**src/rtl/arb2_mux16_pkg.sv**
```systemverilog
// arb2_mux16_pkg
// Shared definitions for the two-source round-robin arbiter that sits in
// front of the 16-bit 2:1 mux datapath.
//   slot_state_e : occupancy of the one-entry output slot
//   SRC_A/SRC_B  : source tags carried on out_src and used for sel
//   CNT_W        : width of the burst counter (BURST is at most 15)
//   sat_inc      : saturating increment used by the burst counter
package arb2_mux16_pkg;

  typedef enum logic [1:0] {
    EMPTY  = 2'd0,
    FULL_A = 2'd1,
    FULL_B = 2'd2
  } slot_state_e;

  localparam logic SRC_A = 1'b0;
  localparam logic SRC_B = 1'b1;

  localparam int CNT_W = 4;

  // Increment v, but never beyond lim.
  function automatic logic [CNT_W-1:0] sat_inc(input logic [CNT_W-1:0] v,
                                               input logic [CNT_W-1:0] lim);
    logic [CNT_W-1:0] r;
    if (v < lim) begin
      r = v + 4'd1;
    end else begin
      r = lim;
    end
    return r;
  endfunction

endpackage

```
**src/rtl/arb2_mux16_if.sv**
```systemverilog
// arb2_mux16_if
// Bundles the two producer channels, the consumer channel and the
// observability outputs of arb2_mux16.
//   a_data/a_valid/a_ready : source A valid/ready channel
//   b_data/b_valid/b_ready : source B valid/ready channel
//   out_data/out_valid/out_ready/out_src : registered downstream channel
//   sel  : current mux select (0 = A, 1 = B)
//   busy : out_valid | a_valid | b_valid
// Modports: slave = arbiter view, master = surrounding producers/consumer.
interface arb2_mux16_if #(
  parameter int WIDTH = 16
);

  logic [WIDTH-1:0] a_data;
  logic             a_valid;
  logic             a_ready;
  logic [WIDTH-1:0] b_data;
  logic             b_valid;
  logic             b_ready;
  logic [WIDTH-1:0] out_data;
  logic             out_valid;
  logic             out_ready;
  logic             out_src;
  logic             sel;
  logic             busy;

  modport slave (
    input  a_data, a_valid, b_data, b_valid, out_ready,
    output a_ready, b_ready, out_data, out_valid, out_src, sel, busy
  );

  modport master (
    output a_data, a_valid, b_data, b_valid, out_ready,
    input  a_ready, b_ready, out_data, out_valid, out_src, sel, busy
  );

endinterface

```
**src/rtl/arb2_mux16_mux16.sv**
```systemverilog
// mux16
// Existing 16-bit 2:1 multiplexer used as the shared datapath.
//   a, b : data inputs
//   sel  : 0 passes a, 1 passes b
//   out  : selected word (combinational)
module mux16 (
  output logic [15:0] out,
  input  logic        sel,
  input  logic [15:0] a,
  input  logic [15:0] b
);

  // Plain 2:1 selection.
  always_comb begin
    if (sel) begin
      out = b;
    end else begin
      out = a;
    end
  end

endmodule

```
**src/rtl/arb2_mux16.sv**
```systemverilog
// arb2_mux16
// Round-robin arbiter between sources A and B sharing one mux16 datapath.
// The winner's word is captured into a one-entry output register and
// offered downstream with a source tag. A source may hold the grant for at
// most BURST consecutive transfers while the other one is waiting.
//   clk, rst : rising-edge clock, asynchronous active-high reset
//   bus      : arb2_mux16_if slave modport (A/B inputs, output channel,
//              sel and busy)
module arb2_mux16 #(
  parameter int WIDTH = 16,
  parameter int BURST = 4
) (
  input  logic          clk,
  input  logic          rst,
  arb2_mux16_if.slave   bus
);

  import arb2_mux16_pkg::*;

  localparam logic [CNT_W-1:0] BURST_C = CNT_W'(BURST);

  slot_state_e      state_r;
  slot_state_e      state_nxt_s;
  logic             last_r;
  logic [CNT_W-1:0] cnt_r;
  logic [WIDTH-1:0] out_data_r;
  logic             out_valid_r;
  logic             out_src_r;

  logic             winner_s;
  logic             slot_free_s;
  logic             xfer_in_s;
  logic             xfer_out_s;
  logic             sel_s;
  logic             a_ready_s;
  logic             b_ready_s;
  logic [15:0]      mux_out_s;

  mux16 u_mux16 (
    .out (mux_out_s),
    .sel (sel_s),
    .a   (bus.a_data),
    .b   (bus.b_data)
  );

  // Winner selection. cnt_r==0 only right after reset, when no run exists
  // yet; in that case the contested grant goes away from last_r (to A).
  always_comb begin
    winner_s = SRC_A;
    if (bus.a_valid && bus.b_valid) begin
      if ((cnt_r != 4'd0) && (cnt_r < BURST_C)) begin
        winner_s = last_r;
      end else begin
        winner_s = ~last_r;
      end
    end else if (bus.a_valid) begin
      winner_s = SRC_A;
    end else if (bus.b_valid) begin
      winner_s = SRC_B;
    end else begin
      // Idle: point the mux at the source expected to request next.
      winner_s = ~last_r;
    end
  end

  // Slot availability and handshake qualifiers.
  always_comb begin
    slot_free_s = (state_r == EMPTY) | bus.out_ready;
    xfer_out_s  = out_valid_r & bus.out_ready;
    if (winner_s == SRC_B) begin
      xfer_in_s = slot_free_s & bus.b_valid;
    end else begin
      xfer_in_s = slot_free_s & bus.a_valid;
    end
  end

  // Slot state register.
  always_ff @(posedge clk or posedge rst) begin
    if (rst) begin
      state_r <= EMPTY;
    end else begin
      state_r <= state_nxt_s;
    end
  end

  // Slot next-state: a load wins over a drain so the slot reloads with no bubble.
  always_comb begin
    state_nxt_s = state_r;
    case (state_r)
      EMPTY, FULL_A, FULL_B: begin
        if (xfer_in_s) begin
          state_nxt_s = (winner_s == SRC_B) ? FULL_B : FULL_A;
        end else if (xfer_out_s) begin
          state_nxt_s = EMPTY;
        end else begin
          state_nxt_s = state_r;
        end
      end
      default: begin
        state_nxt_s = EMPTY;
      end
    endcase
  end

  // Mux select and source readies.
  always_comb begin
    sel_s     = winner_s;
    a_ready_s = slot_free_s & (winner_s == SRC_A);
    b_ready_s = slot_free_s & (winner_s == SRC_B);
  end

  // Output word, tag and burst bookkeeping; idle cycles leave last/cnt alone.
  always_ff @(posedge clk or posedge rst) begin
    if (rst) begin
      out_data_r  <= {WIDTH{1'b0}};
      out_valid_r <= 1'b0;
      out_src_r   <= SRC_A;
      last_r      <= SRC_B;
      cnt_r       <= 4'd0;
    end else begin
      if (xfer_in_s) begin
        out_data_r  <= mux_out_s;
        out_src_r   <= winner_s;
        out_valid_r <= 1'b1;
        last_r      <= winner_s;
        cnt_r       <= (winner_s == last_r) ? sat_inc(cnt_r, BURST_C) : 4'd1;
      end else if (xfer_out_s) begin
        out_valid_r <= 1'b0;
      end else begin
        out_valid_r <= out_valid_r;
      end
    end
  end

  assign bus.a_ready   = a_ready_s;
  assign bus.b_ready   = b_ready_s;
  assign bus.sel       = sel_s;
  assign bus.out_data  = out_data_r;
  assign bus.out_valid = out_valid_r;
  assign bus.out_src   = out_src_r;
  assign bus.busy      = out_valid_r | bus.a_valid | bus.b_valid;

endmodule

```
**src/flat_wrapper.sv**
```systemverilog
// flat-port wrapper written by rule: the top's interface ports become plain ports
module arb2_mux16_flat import arb2_mux16_pkg::*;
#(
  parameter int WIDTH = 16,
  parameter int BURST = 4
)
  (clk, rst, bus_a_data, bus_a_valid, bus_b_data, bus_b_valid, bus_out_ready, bus_a_ready, bus_b_ready, bus_out_data, bus_out_valid, bus_out_src, bus_sel, bus_busy);
  arb2_mux16_if #(.WIDTH(WIDTH)) bus_i ();
  input  logic clk;
  input  logic rst;
  input wire logic [$bits(bus_i.a_data)-1:0] bus_a_data;
  input wire logic [$bits(bus_i.a_valid)-1:0] bus_a_valid;
  input wire logic [$bits(bus_i.b_data)-1:0] bus_b_data;
  input wire logic [$bits(bus_i.b_valid)-1:0] bus_b_valid;
  input wire logic [$bits(bus_i.out_ready)-1:0] bus_out_ready;
  output wire logic [$bits(bus_i.a_ready)-1:0] bus_a_ready;
  output wire logic [$bits(bus_i.b_ready)-1:0] bus_b_ready;
  output wire logic [$bits(bus_i.out_data)-1:0] bus_out_data;
  output wire logic [$bits(bus_i.out_valid)-1:0] bus_out_valid;
  output wire logic [$bits(bus_i.out_src)-1:0] bus_out_src;
  output wire logic [$bits(bus_i.sel)-1:0] bus_sel;
  output wire logic [$bits(bus_i.busy)-1:0] bus_busy;
  assign bus_i.a_data = bus_a_data;
  assign bus_i.a_valid = bus_a_valid;
  assign bus_i.b_data = bus_b_data;
  assign bus_i.b_valid = bus_b_valid;
  assign bus_i.out_ready = bus_out_ready;
  assign bus_a_ready = bus_i.a_ready;
  assign bus_b_ready = bus_i.b_ready;
  assign bus_out_data = bus_i.out_data;
  assign bus_out_valid = bus_i.out_valid;
  assign bus_out_src = bus_i.out_src;
  assign bus_sel = bus_i.sel;
  assign bus_busy = bus_i.busy;
  arb2_mux16 #(.WIDTH(WIDTH), .BURST(BURST)) u_core (.clk(clk), .rst(rst), .bus(bus_i));
endmodule
```
**config.mk**
```make
export PLATFORM = sky130hd
export DESIGN_NAME = arb2_mux16_flat
export DESIGN_NICKNAME = d
export VERILOG_FILES = /design/src/rtl/arb2_mux16_pkg.sv /design/src/rtl/arb2_mux16_if.sv /design/src/rtl/arb2_mux16_mux16.sv /design/src/rtl/arb2_mux16.sv /design/src/flat_wrapper.sv
export SDC_FILE = /design/constraint.sdc
export NUM_CORES = 1
export LEC_CHECK = 0
export ABC_AREA = 1
export BUFFER_PORTS_ARGS = -buffer_cell sky130_fd_sc_hd__buf_2
export CORE_ASPECT_RATIO = 1.1
export CORE_MARGIN = 8
export CORE_UTILIZATION = 30
export DETAILED_ROUTE_END_ITERATION = 12
export SYNTH_ARGS = -nofsm -noshare
export SYNTH_HDL_FRONTEND = slang
export SYNTH_HIERARCHICAL = 1
export SYNTH_SLANG_ARGS = --single-unit
```
**constraint.sdc**
```tcl
create_clock -name clk -period 2.1 [get_ports clk]
set_clock_uncertainty 0.2 [all_clocks]
set_input_delay 0.21 -clock clk [delete_from_list [all_inputs] [get_ports clk]]
set_output_delay 0.21 -clock clk [all_outputs]
set_load 0.05 [all_outputs]
```
==> results of run 1 <==
through the flow:
stage                     cell area [µm²]  hold WS, ps
after floorplan                      1410         36.6
after global placement               1710         76.5
after detailed placement             1710         79.6
after CTS                            1790         18.0
after global routing                 1810         25.1
final                                1810         22.7
worst paths after layout:
kind | start | end | slack (ps) | cells past startpoint
worst min register to register | u_core/bus.out_data[7] | u_core/bus.out_data[7] | 280 | 2
max in group asynchronous | rst | u_core/last_r | 1080 | 4
worst max register to register | u_core/cnt_r[0] | u_core/bus.out_data[5] | 240 | 14
worst min-delay path | bus_a_data[3] | u_core/bus.out_data[3] | 20 | 5
min in group asynchronous | rst | u_core/bus.out_data[9] | 330 | 4
worst max-delay path | u_core/cnt_r[0] | bus_a_ready | 150 | 10
cells in the final DEF (no fill, tap or decap):
master                          synthesis  routed
sky130_fd_sc_hd__o21bai_4               1       1
sky130_fd_sc_hd__nand3_1                2       2
sky130_fd_sc_hd__nand2_4                1       2
sky130_fd_sc_hd__nor2_1                 6       5
sky130_fd_sc_hd__dfstp_2                1       1
sky130_fd_sc_hd__nand2_1              117     116
sky130_fd_sc_hd__ha_1                   2       2
sky130_fd_sc_hd__nor2_2                 1       2
sky130_fd_sc_hd__nor3_1                 1       1
sky130_fd_sc_hd__clkbuf_1               0       1
sky130_fd_sc_hd__buf_6                  3       2
sky130_fd_sc_hd__o21ai_0                1       1
sky130_fd_sc_hd__dlygate4sd3_1          0       2
sky130_fd_sc_hd__buf_2                  0      55
sky130_fd_sc_hd__inv_6                  1       1
sky130_fd_sc_hd__dfrtp_1               24      24
sky130_fd_sc_hd__clkbuf_8               0       3
sky130_fd_sc_hd__inv_8                  1       1
sky130_fd_sc_hd__buf_4                  1       6
sky130_fd_sc_hd__nand2_2                9       9
sky130_fd_sc_hd__inv_1                 13      13
sky130_fd_sc_hd__a21oi_1                3       3
sky130_fd_sc_hd__nand4_1                2       2
routing by layer:
metal,global-route usage,part of all wire,vias to the layer above,wire length [µm]
li1,-,-,699,-
met1,0.117,0.45,568,1500
met2,0.163,0.47,40,1590
met3,0.0205,0.060,4,200
met4,0.0439,0.017,0,56
met5,0,0,-,0
cell families after synthesis:
group / after synthesis / share of synthesized area
DFF: 25 / 0.447
AOI/OAI and AO/OA: 5 / 0.0276
adders and majority gates: 2 / 0.0178
buffers and inverters: 21 / 0.107
and+or+nand+nor: 139 / 0.401
power by group:
part	switching [W]	leakage, nW	internal, W	total, W
Combinational	0.00135	0.770	0.000506	0.00186
Sequential	0.000138	0.307	0.000700	0.000838
Clock	0.000142	0.0228	0.000135	0.000277
Total	0.00163	1.10	0.00134	0.00297
sequential cells by signal, summed over array words and instances, names as in the netlist:
register,cells
u_core/bus.out_data,16
u_core/cnt_r,4
u_core/last_r,1
u_core/bus.out_valid,1
u_core/bus.out_src,1
u_core/state_r,2
worst max-delay path, cell delays in order, from the launching register on:
cell	delay [ps]
sky130_fd_sc_hd__dfrtp_1	370
sky130_fd_sc_hd__inv_1	70
sky130_fd_sc_hd__ha_1	190
sky130_fd_sc_hd__inv_1	50
sky130_fd_sc_hd__nand2_1	60
sky130_fd_sc_hd__nand2_1	80
sky130_fd_sc_hd__nand2_1	50
sky130_fd_sc_hd__nand2_1	100
sky130_fd_sc_hd__nand2_4	70
sky130_fd_sc_hd__nor2_2	90
sky130_fd_sc_hd__buf_6	160
layout make-up:
class | count | area [µm²]
inverters | 15 | 68.8
well taps | 56 | 70.1
clock buffers | 4 | 45.0
multi-input cells | 146 | 637
repair buffers | 65 | 363
flip-flops and latches | 25 | 627
fillers | 478 | 2780
timing repair:
action,4_1_cts,5_1_grt
setup buffers,0,2
hold buffers,2,0
endpoints found under the setup margin,2,3
hold endpoints to repair,25,0
cloned,0,0
pin swaps,0,1
gates resized for setup,3,4
==> impl_results.md, run 1 <==
* Outcome: complete, no violations
* Class of the tightest hold or removal check: in2reg
* Synth Cell Area at 0.00140 mm²
* Mean routed wirelength per cell at 10.8 µm
* Hold Fails Final Rpt at 0
* Async set or reset register ratio after synthesis at 1.00
* Final worst slack at 146 ps
* Die area at 0.00713 mm²
* Post-synth top area cell: sky130_fd_sc_hd__dfrtp_1
* Kind of capture point of the worst setup path: output port
* RSZ-0062 raised after global routing: false
* Wire length of the first global-routing pass at 5.64 mm
* Total routing usage reported by global routing at 0.0978
* Largest cells by area after synthesis: sky130_fd_sc_hd__dfrtp_1, sky130_fd_sc_hd__nand2_1, sky130_fd_sc_hd__nand2_2
* IO buf count at 58
* Post-detailed-route DRC marker count at 0
* Cell Count Post-Placement at 303
* Crit share post-route at 0.930
* Most used DFF post-synth: sky130_fd_sc_hd__dfrtp_1
* Starting density of the core at 0.306
* Distinct cell type count of the synthesized netlist at 20
* Average cell area after synthesis at 7.31 µm²
* Static leakage at 1.10 nW
* Longest Clk Path Bufs at 2
* Nature of the critical path startpoint: flip-flop
* Maximum number of pins on one net before global-route repair at 29
* # H-tree levels at 1
* Fin nets at 295
* Total detailed-routing wirelength at 3.35 mm
* Mean number of vias per cell at 4.22
* Worst vdd rail ir drop at 0.000575 V
* TritonCTS Buffers at 3
* Final core utilization at 0.395
* Initial antenna violation count at 0
* Total global routing overflow at 0
* Leading cell type by number of instances after synthesis: sky130_fd_sc_hd__nand2_1
* Slew at the pin closest to its max-slew limit at 347 ps
* Largest fanout of any net on the critical path at 3
* TritonCTS sink count at 25
* Count of non-filler cells in the finished layout at 311
* CP Data Arrival Time at 1540 ps
* Core Box Area at 0.00459 mm²
* Die extent in y at 87.7 µm
* Post-Place Setup Slack at 209 ps
* Required time of the critical path at 1690 ps
* Power density of the placed cells at 1640 mW/mm²
* Cell count after synthesis at 192
* Cell chosen for the clock root: sky130_fd_sc_hd__clkbuf_8
* Sequential area share after synthesis at 0.447
* CTS tree: done
* Portion of synthesized cell area occupied by the leading cell type at 0.428
* Residual antenna-violating net count after detailed routing at 0
* Router iterations before antenna repair at 4
* Via Count at 1311
* Ys Warns at 6
* Final HPWL from detailed placement at 2.61 mm
* Routability congestion estimate from global placement at 0.755
* Vias in the first global route at 1288
* Horizontal die dimension at 81.2 µm
* #FFs+latches synth at 25
* Maximum Capacitance Violations at 0
* Drt initial violations at 42
* Normalized max-slew margin at 0.768
* Fraction of layout cells with a size suffix above 1 at 0.325
* Clock-pin transition on the worst setup and hold timing paths at 80 ps
* Syn-to-layout area delta at 29.0%
* Highest clock frequency the design can meet at 0.512 GHz
* Most used standard cells in the synthesized netlist: sky130_fd_sc_hd__nand2_1, sky130_fd_sc_hd__dfrtp_1, sky130_fd_sc_hd__inv_1
* Number of enable-type register cells in the synthesized netlist at 0
* Count of pins on the block boundary at 59
* Rows at 26
* Max-slew violations at 0
* Mapped Nets at 231
* Clock insertion delay at the later pin of the skew report at 260 ps
* Final TNS setup at 0 ps
* Antenna fix cells at 0
* Post-layout minimum cycle time at 1950 ps
* Overall power consumption at 0.00297 W
* Classification of the worst setup path: reg2out
* Final Setup Violations at 0
(Power assumes the default switching activity.)
==> run 2: changes to the inputs <==
REMOVE_ABC_BUFFERS = 1   (was not set)
==> run 2 against run 1 <==
Sequential power increased by 0.5%. Sequential share of layout area decreased by 0.75 points. Flip-flop and latch count unchanged. Design area increased by 2.2%. Non-clock buffer count increased by 2.
==> impl_results.md, run 2 (synthesized netlist as in run 1, its figures left out) <==
* Total detailed-routing wirelength at 3.45 mm (was 3.35 mm)
* Largest fanout of any net on the critical path at 5 (was 3)
* TritonCTS sink count at 25 (unchanged)
* # H-tree levels at 1 (unchanged)
* Rows at 26 (unchanged)
* Cell count of the worst reg-to-reg path at 15 (was 14)
* Vias in the first global route at 1390 (was 1288)
* Crit Reg-Reg Endpoint: u_core/bus.out_data[1] (was u_core/bus.out_data[5])
* Mean number of vias per cell at 4.23 (was 4.22)
* Fillcell total at 486 (was 478)
* Slew at the pin closest to its max-slew limit at 343 ps (was 347 ps)
* Mean routed wirelength per cell at 11.0 µm (was 10.8 µm)
* CP Data Arrival Time at 1580 ps (was 1540 ps)
* Highest clock frequency the design can meet at 0.502 GHz (was 0.512 GHz)
* Antenna fix cells at 0 (unchanged)
* Drt initial violations at 39 (was 42)
* Residual antenna-violating net count after detailed routing at 0 (unchanged)
* Clock-pin transition on the worst setup and hold timing paths at 80 ps (about the same)
* Via Count at 1324 (was 1311)
* Launch instance of the worst register-to-register path: u_core/cnt_r[0] (unchanged)
* Worst hold path endpoint: u_core/bus.out_data[15] (was u_core/bus.out_data[3])
* Most common cell after layout, fill and taps aside: sky130_fd_sc_hd__nand2_1 (unchanged)
* Total routing usage reported by global routing at 0.105 (was 0.0978)
* Fin nets at 297 (was 295)
* Crit share post-route at 0.949 (was 0.930)
* Cell Count Post-Placement at 304 (was 303)
* Count of pins on the block boundary at 59 (unchanged)
* Routability congestion estimate from global placement at 0.730 (was 0.755)
* Nature of the critical path startpoint: flip-flop (unchanged)
* Max-slew violations at 0 (unchanged)
* Router iterations before antenna repair at 6 (was 4)
* Outcome: complete, no violations (unchanged)
* Hold Fails Final Rpt at 0 (unchanged)
* Static leakage at 1.12 nW (was 1.10 nW)
* Post-detailed-route DRC marker count at 0 (unchanged)
* Class of the tightest hold or removal check: in2reg (unchanged)
* Flop2flop setup slack at 180 ps (was 240 ps)
* Required time of the critical path at 1690 ps (about the same)
* Min-delay src: bus_a_data[15] (was bus_a_data[3])
* Kind of capture point of the worst setup path: output port (unchanged)
* Final Setup Violations at 0 (unchanged)
* Post-layout minimum cycle time at 1990 ps (was 1950 ps)
* Wire length of the first global-routing pass at 6.03 mm (was 5.64 mm)
* Proportion of power drawn by combinational gates at 0.636 (was 0.625)
* Cell chosen for the clock root: sky130_fd_sc_hd__clkbuf_8 (unchanged)
* Clock insertion delay at the later pin of the skew report at 260 ps (about the same)
* Flip-flop count of the largest register, all copies and words added at 16 (unchanged)
* Syn-to-layout area delta at 31.8% (was 29.0%)
* Fraction of layout cells with a size suffix above 1 at 0.335 (was 0.325)
* Initial antenna violation count at 0 (unchanged)
* Horizontal die dimension at 81.2 µm (unchanged)
* Total global routing overflow at 0 (unchanged)
* TritonCTS Buffers at 3 (unchanged)
* Normalized max-slew margin at 0.771 (was 0.768)
* Post-Place Setup Slack at 196 ps (was 209 ps)
* P_sw at 0.00166 W (was 0.00163 W)
* Final worst slack at 107 ps (was 146 ps)
* Count of non-filler cells in the finished layout at 313 (was 311)
* Die area at 0.00713 mm² (unchanged)
* Starting density of the core at 0.306 (unchanged)
* Sequential Power Share at 0.274 (was 0.282)
* Power density of the placed cells at 1660 mW/mm² (was 1640 mW/mm²)
* Maximum number of pins on one net before global-route repair at 29 (unchanged)
* Final HPWL from detailed placement at 2.64 mm (was 2.61 mm)
* Worst vdd rail ir drop at 0.000781 V (was 0.000575 V)
* Highest-count cells in the layout ignoring fill and taps: sky130_fd_sc_hd__nand2_1, sky130_fd_sc_hd__buf_2, sky130_fd_sc_hd__dfrtp_1, sky130_fd_sc_hd__inv_1, sky130_fd_sc_hd__nand2_2 (unchanged)
* Switching power as a share of total power at 0.540 (was 0.549)
* Longest Clk Path Bufs at 2 (unchanged)
* Die extent in y at 87.7 µm (unchanged)
* CTS tree: done (unchanged)
* Core Box Area at 0.00459 mm² (unchanged)
* Clock group share of total power at 0.090 (was 0.093)
* Final core utilization at 0.403 (was 0.395)
* Internal power at 0.00141 W (was 0.00134 W)
* Maximum Capacitance Violations at 0 (unchanged)
* IO buf count at 58 (unchanged)
* Hold Path Cell Cnt at 5 (unchanged)
* Classification of the worst setup path: reg2out (unchanged)
==> run 2: cell types whose count changed in the layout (fill, tap and decap cells not counted), sizes merged <==
cell  change
buf       +2
==> run 2: area by class of cell <==
type / count / area (µm²) / share of cell area
Sequential cell: 25 / 627 / 0.339
Multi-Input combinational cell: 146 / 634 / 0.343
Clock buffer: 4 / 45.0 / 0.0243
Tap cell: 56 / 70.1 / 0.0379
Inverter: 15 / 68.8 / 0.0372
Timing Repair Buffer: 67 / 405 / 0.219
==> run 2: worst max path at each step <==
stage / from / depth (start not counted) / endpoint
floorplan: u_core/cnt_r[0] / 9 / bus_a_ready
detailed placement: u_core/cnt_r[0] / 9 / bus_sel
finish: u_core/cnt_r[0] / 10 / bus_sel
global route: u_core/cnt_r[0] / 10 / bus_a_ready
global placement: u_core/cnt_r[0] / 10 / bus_sel
CTS: u_core/cnt_r[0] / 9 / bus_sel
==> run 2: power by group through the flow <==
stage                     registers (W)  clock network, W  logic (W)
after floorplan                 0.00141                 0   0.000778
after detailed placement       0.000847                 0    0.00182
after global routing           0.000870          0.000309    0.00216
after CTS                      0.000845          0.000295    0.00185
final                          0.000842          0.000278    0.00196
after global placement         0.000844                 0    0.00180
==> run 2: worst max-delay path: stages, from the launching register on <==
cell                      delay (ps)
sky130_fd_sc_hd__dfrtp_1         380
sky130_fd_sc_hd__inv_1            70
sky130_fd_sc_hd__ha_1            190
sky130_fd_sc_hd__inv_1            40
sky130_fd_sc_hd__nand2_1          60
sky130_fd_sc_hd__nand2_1          80
sky130_fd_sc_hd__nand2_1          50
sky130_fd_sc_hd__nand2_1          60
sky130_fd_sc_hd__nand2_2          90
sky130_fd_sc_hd__buf_8           150
sky130_fd_sc_hd__buf_8           140
==> run 2: routing by layer <==
layer / vias up / wire, µm / global-route usage
li1: 698 / - / -
met1: 589 / 1500 / 0.117
met2: 35 / 1700 / 0.184
met3: 2 / 229 / 0.0308
met4: 0 / 19 / 0.0341
met5: - / 0 / 0
==> run 2: per-stage QoR <==
| step | hold WS (ps) | area [µm²] | TNS [ps] | total power [W] |
|---|---|---|---|---|
| 6_report | 26.3 | 1850 | 0 | 0.00308 |
| 3_3_place_gp | 77.9 | 1710 | 0 | 0.00265 |
| 2_1_floorplan | 36.6 | 1320 | -2430 | 0.00218 |
| 5_1_grt | 43.0 | 1850 | -26.7 | 0.00333 |
| 4_1_cts | 16.0 | 1790 | 0 | 0.00299 |
| 3_5_place_dp | 81.4 | 1710 | 0 | 0.00266 |
==> run 2: what timing repair did <==
| action | CTS | global route |
|---|---|---|
| setup buffers | 0 | 3 |
| setup endpoints to repair | 2 | 3 |
| hold buffers | 2 | 0 |
| gates resized for setup | 4 | 9 |
| hold endpoints to repair | 25 | 0 |
| pin swaps | 0 | 1 |
==> run 3: changes to the inputs <==
RECOVER_POWER = 100   (was not set)
==> run 3 against run 2 <==
Register-to-register slack hardly changed. Global-route usage unchanged. Setup slack got worse by 0.87 ps. Fmax about the same. Total power decreased by 2.6%. Utilization is 1.2 points lower. Largest cell class is now flip-flops and latches.
==> impl_results.md, run 3 (synthesized netlist as in run 1, its figures left out) <==
* Outcome: complete, no violations (unchanged)
* Power density of the placed cells at 1670 mW/mm² (was 1660 mW/mm²)
* Normalized max-slew margin at 0.589 (was 0.771)
* Required time of the critical path at 1690 ps (about the same)
* Final Setup Violations at 0 (unchanged)
* Mean number of vias per cell at 4.21 (was 4.23)
* Kind of capture point of the worst setup path: output port (unchanged)
* Slowest cell on the critical path: sky130_fd_sc_hd__dfrtp_1 (unchanged)
* Residual antenna-violating net count after detailed routing at 0 (unchanged)
* CTS tree: done (unchanged)
* Routability congestion estimate from global placement at 0.730 (unchanged)
* Most common cell after layout, fill and taps aside: sky130_fd_sc_hd__nand2_1 (unchanged)
* Final worst slack at 106 ps (was 107 ps)
* Initial antenna violation count at 0 (unchanged)
* TritonCTS sink count at 25 (unchanged)
* Total routing usage reported by global routing at 0.105 (unchanged)
* Min Hold Slack at 27.9 ps (was 26.3 ps)
* Layout Cell Area excl Fill at 0.00180 mm² (was 0.00185 mm²)
* Horizontal die dimension at 81.2 µm (unchanged)
* Antenna fix cells at 0 (unchanged)
* Hold Fails Final Rpt at 0 (unchanged)
* Cell chosen for the clock root: sky130_fd_sc_hd__clkbuf_8 (unchanged)
* Die extent in y at 87.7 µm (unchanged)
* Highest-count cells in the layout ignoring fill and taps: sky130_fd_sc_hd__nand2_1, sky130_fd_sc_hd__buf_2, sky130_fd_sc_hd__dfrtp_1, sky130_fd_sc_hd__clkbuf_1, sky130_fd_sc_hd__inv_1 (was sky130_fd_sc_hd__nand2_1, sky130_fd_sc_hd__buf_2, sky130_fd_sc_hd__dfrtp_1, sky130_fd_sc_hd__inv_1, sky130_fd_sc_hd__nand2_2)
* Final TNS setup at 0 ps (unchanged)
* Total global routing overflow at 0 (unchanged)
* Dpl cell area at 0.00171 mm² (unchanged)
* Fraction of layout cells with a size suffix above 1 at 0.241 (was 0.335)
* Nature of the critical path startpoint: flip-flop (unchanged)
* Vias in the first global route at 1390 (unchanged)
* TritonCTS Buffers at 3 (unchanged)
* Wire length of the first global-routing pass at 6.03 mm (unchanged)
* Worst vdd rail ir drop at 0.000774 V (was 0.000781 V)
* Core Box Area at 0.00459 mm² (unchanged)
* Router iterations before antenna repair at 5 (was 6)
* Critical Path Most Common Cell: sky130_fd_sc_hd__nand2_1 (unchanged)
* Crit share post-route at 0.949 (about the same)
* Post-layout minimum cycle time at 1990 ps (about the same)
* Fin nets at 297 (unchanged)
* Via Count at 1318 (was 1324)
* Clock insertion delay at the later pin of the skew report at 260 ps (about the same)
* Starting density of the core at 0.306 (unchanged)
* Total detailed-routing wirelength at 3.48 mm (was 3.45 mm)
* Mean routed wirelength per cell at 11.1 µm (was 11.0 µm)
* Syn-to-layout area delta at 27.9% (was 31.8%)
* Highest clock frequency the design can meet at 0.502 GHz (about the same)
* Fillcell total at 505 (was 486)
* Post-detailed-route DRC marker count at 0 (unchanged)
* Slew at the pin closest to its max-slew limit at 619 ps (was 343 ps)
* Final HPWL from detailed placement at 2.64 mm (unchanged)
* CP Data Arrival Time at 1580 ps (about the same)
* Worst path bufs/invs at 4 (unchanged)
* Maximum Capacitance Violations at 0 (unchanged)
* Maximum number of pins on one net before global-route repair at 29 (unchanged)
* Largest delay contributor family on the critical path: buffers and inverters (unchanged)
* IO buf count at 58 (unchanged)
* # H-tree levels at 1 (unchanged)
* Class of the tightest hold or removal check: in2reg (unchanged)
* Max-slew violations at 0 (unchanged)
* Count of pins on the block boundary at 59 (unchanged)
* Clock-pin transition on the worst setup and hold timing paths at 80 ps (about the same)
* Classification of the worst setup path: reg2out (unchanged)
* Overall power consumption at 0.00300 W (was 0.00308 W)
* Static leakage at 1.05 nW (was 1.12 nW)
* Post-Place Setup Slack at 196 ps (unchanged)
* Largest fanout of any net on the critical path at 5 (unchanged)
* Delay of the slowest cell on the worst path at 380 ps (about the same)
* Drt initial violations at 38 (was 39)
* Cells along the critical path: inv_1 > ha_1 > inv_1 > nand2_1 > nand2_1 > nand2_1 > nand2_1 > nand2_2 > buf_8 > buf_8 (unchanged)
* Flip-flop count of the largest register, all copies and words added at 16 (unchanged)
* Die area at 0.00713 mm² (unchanged)
* Rows at 26 (unchanged)
* Longest Clk Path Bufs at 2 (unchanged)
-- run 3: routing by layer --
metal,wire length [µm],GRT usage,vias up
li1,-,-,699
met1,1540,0.117,584
met2,1690,0.184,33
met3,227,0.0308,2
met4,19,0.0341,0
met5,0,0,-
-- run 3: path summary, 6_finish.rpt --
path | startpoint | end | slack [ps] | depth (start not counted)
worst max-delay path | u_core/cnt_r[0] | bus_sel | 110 | 10
worst min-delay path | bus_a_data[15] | u_core/bus.out_data[15] | 30 | 5
worst max register to register | u_core/cnt_r[0] | u_core/bus.out_data[6] | 180 | 15
worst min register to register | u_core/bus.out_data[15] | u_core/bus.out_data[15] | 280 | 2
max in group asynchronous | rst | u_core/bus.out_data[15] | 870 | 4
min in group asynchronous | rst | u_core/bus.out_data[14] | 430 | 4
-- run 3: area by class of cell --
| type | instances | area [µm²] | share of cell area |
|---|---|---|---|
| clock buffer | 4 | 45.0 | 0.0251 |
| inverter | 15 | 68.8 | 0.0383 |
| multi-input combinational | 146 | 611 | 0.340 |
| sequential | 25 | 627 | 0.349 |
| tap | 56 | 70.1 | 0.0390 |
| timing repair buffer | 67 | 374 | 0.208 |
-- run 3: metrics by stage --
step                      utilization  cells
after floorplan                     -    186
after global placement          0.373    304
after detailed placement        0.373    304
after CTS                       0.390    310
after global routing            0.391    313
final                           0.391    313
-- run 3: worst register-to-register path, stage by stage (launching register included) --
cell and delay, ps:
sky130_fd_sc_hd__dfrtp_1 380, sky130_fd_sc_hd__inv_1 70, sky130_fd_sc_hd__ha_1 190, sky130_fd_sc_hd__inv_1 40, sky130_fd_sc_hd__nand2_1 60, sky130_fd_sc_hd__nand2_1 80
sky130_fd_sc_hd__nand2_1 50, sky130_fd_sc_hd__nand2_1 60, sky130_fd_sc_hd__nand2_2 100, sky130_fd_sc_hd__buf_8 150, sky130_fd_sc_hd__buf_12 120, sky130_fd_sc_hd__inv_6 120
sky130_fd_sc_hd__nand2_1 70, sky130_fd_sc_hd__nand2_1 70, sky130_fd_sc_hd__nand2_2 50, sky130_fd_sc_hd__nand2_1 60
-- run 3: power by group --
part | internal (W) | leakage (nW) | switching [W]
registers | 0.000700 | 0.307 | 0.000138
clock network | 0.000135 | 0.0228 | 0.000143
logic | 0.000513 | 0.722 | 0.00137
-- run 3: what timing repair did --
item,in CTS,in global routing
endpoints found under the hold margin,25,0
hold buffers,2,0
resized for setup,4,9
setup buffers,0,3
endpoints found under the setup margin,2,3
pin swaps,0,1
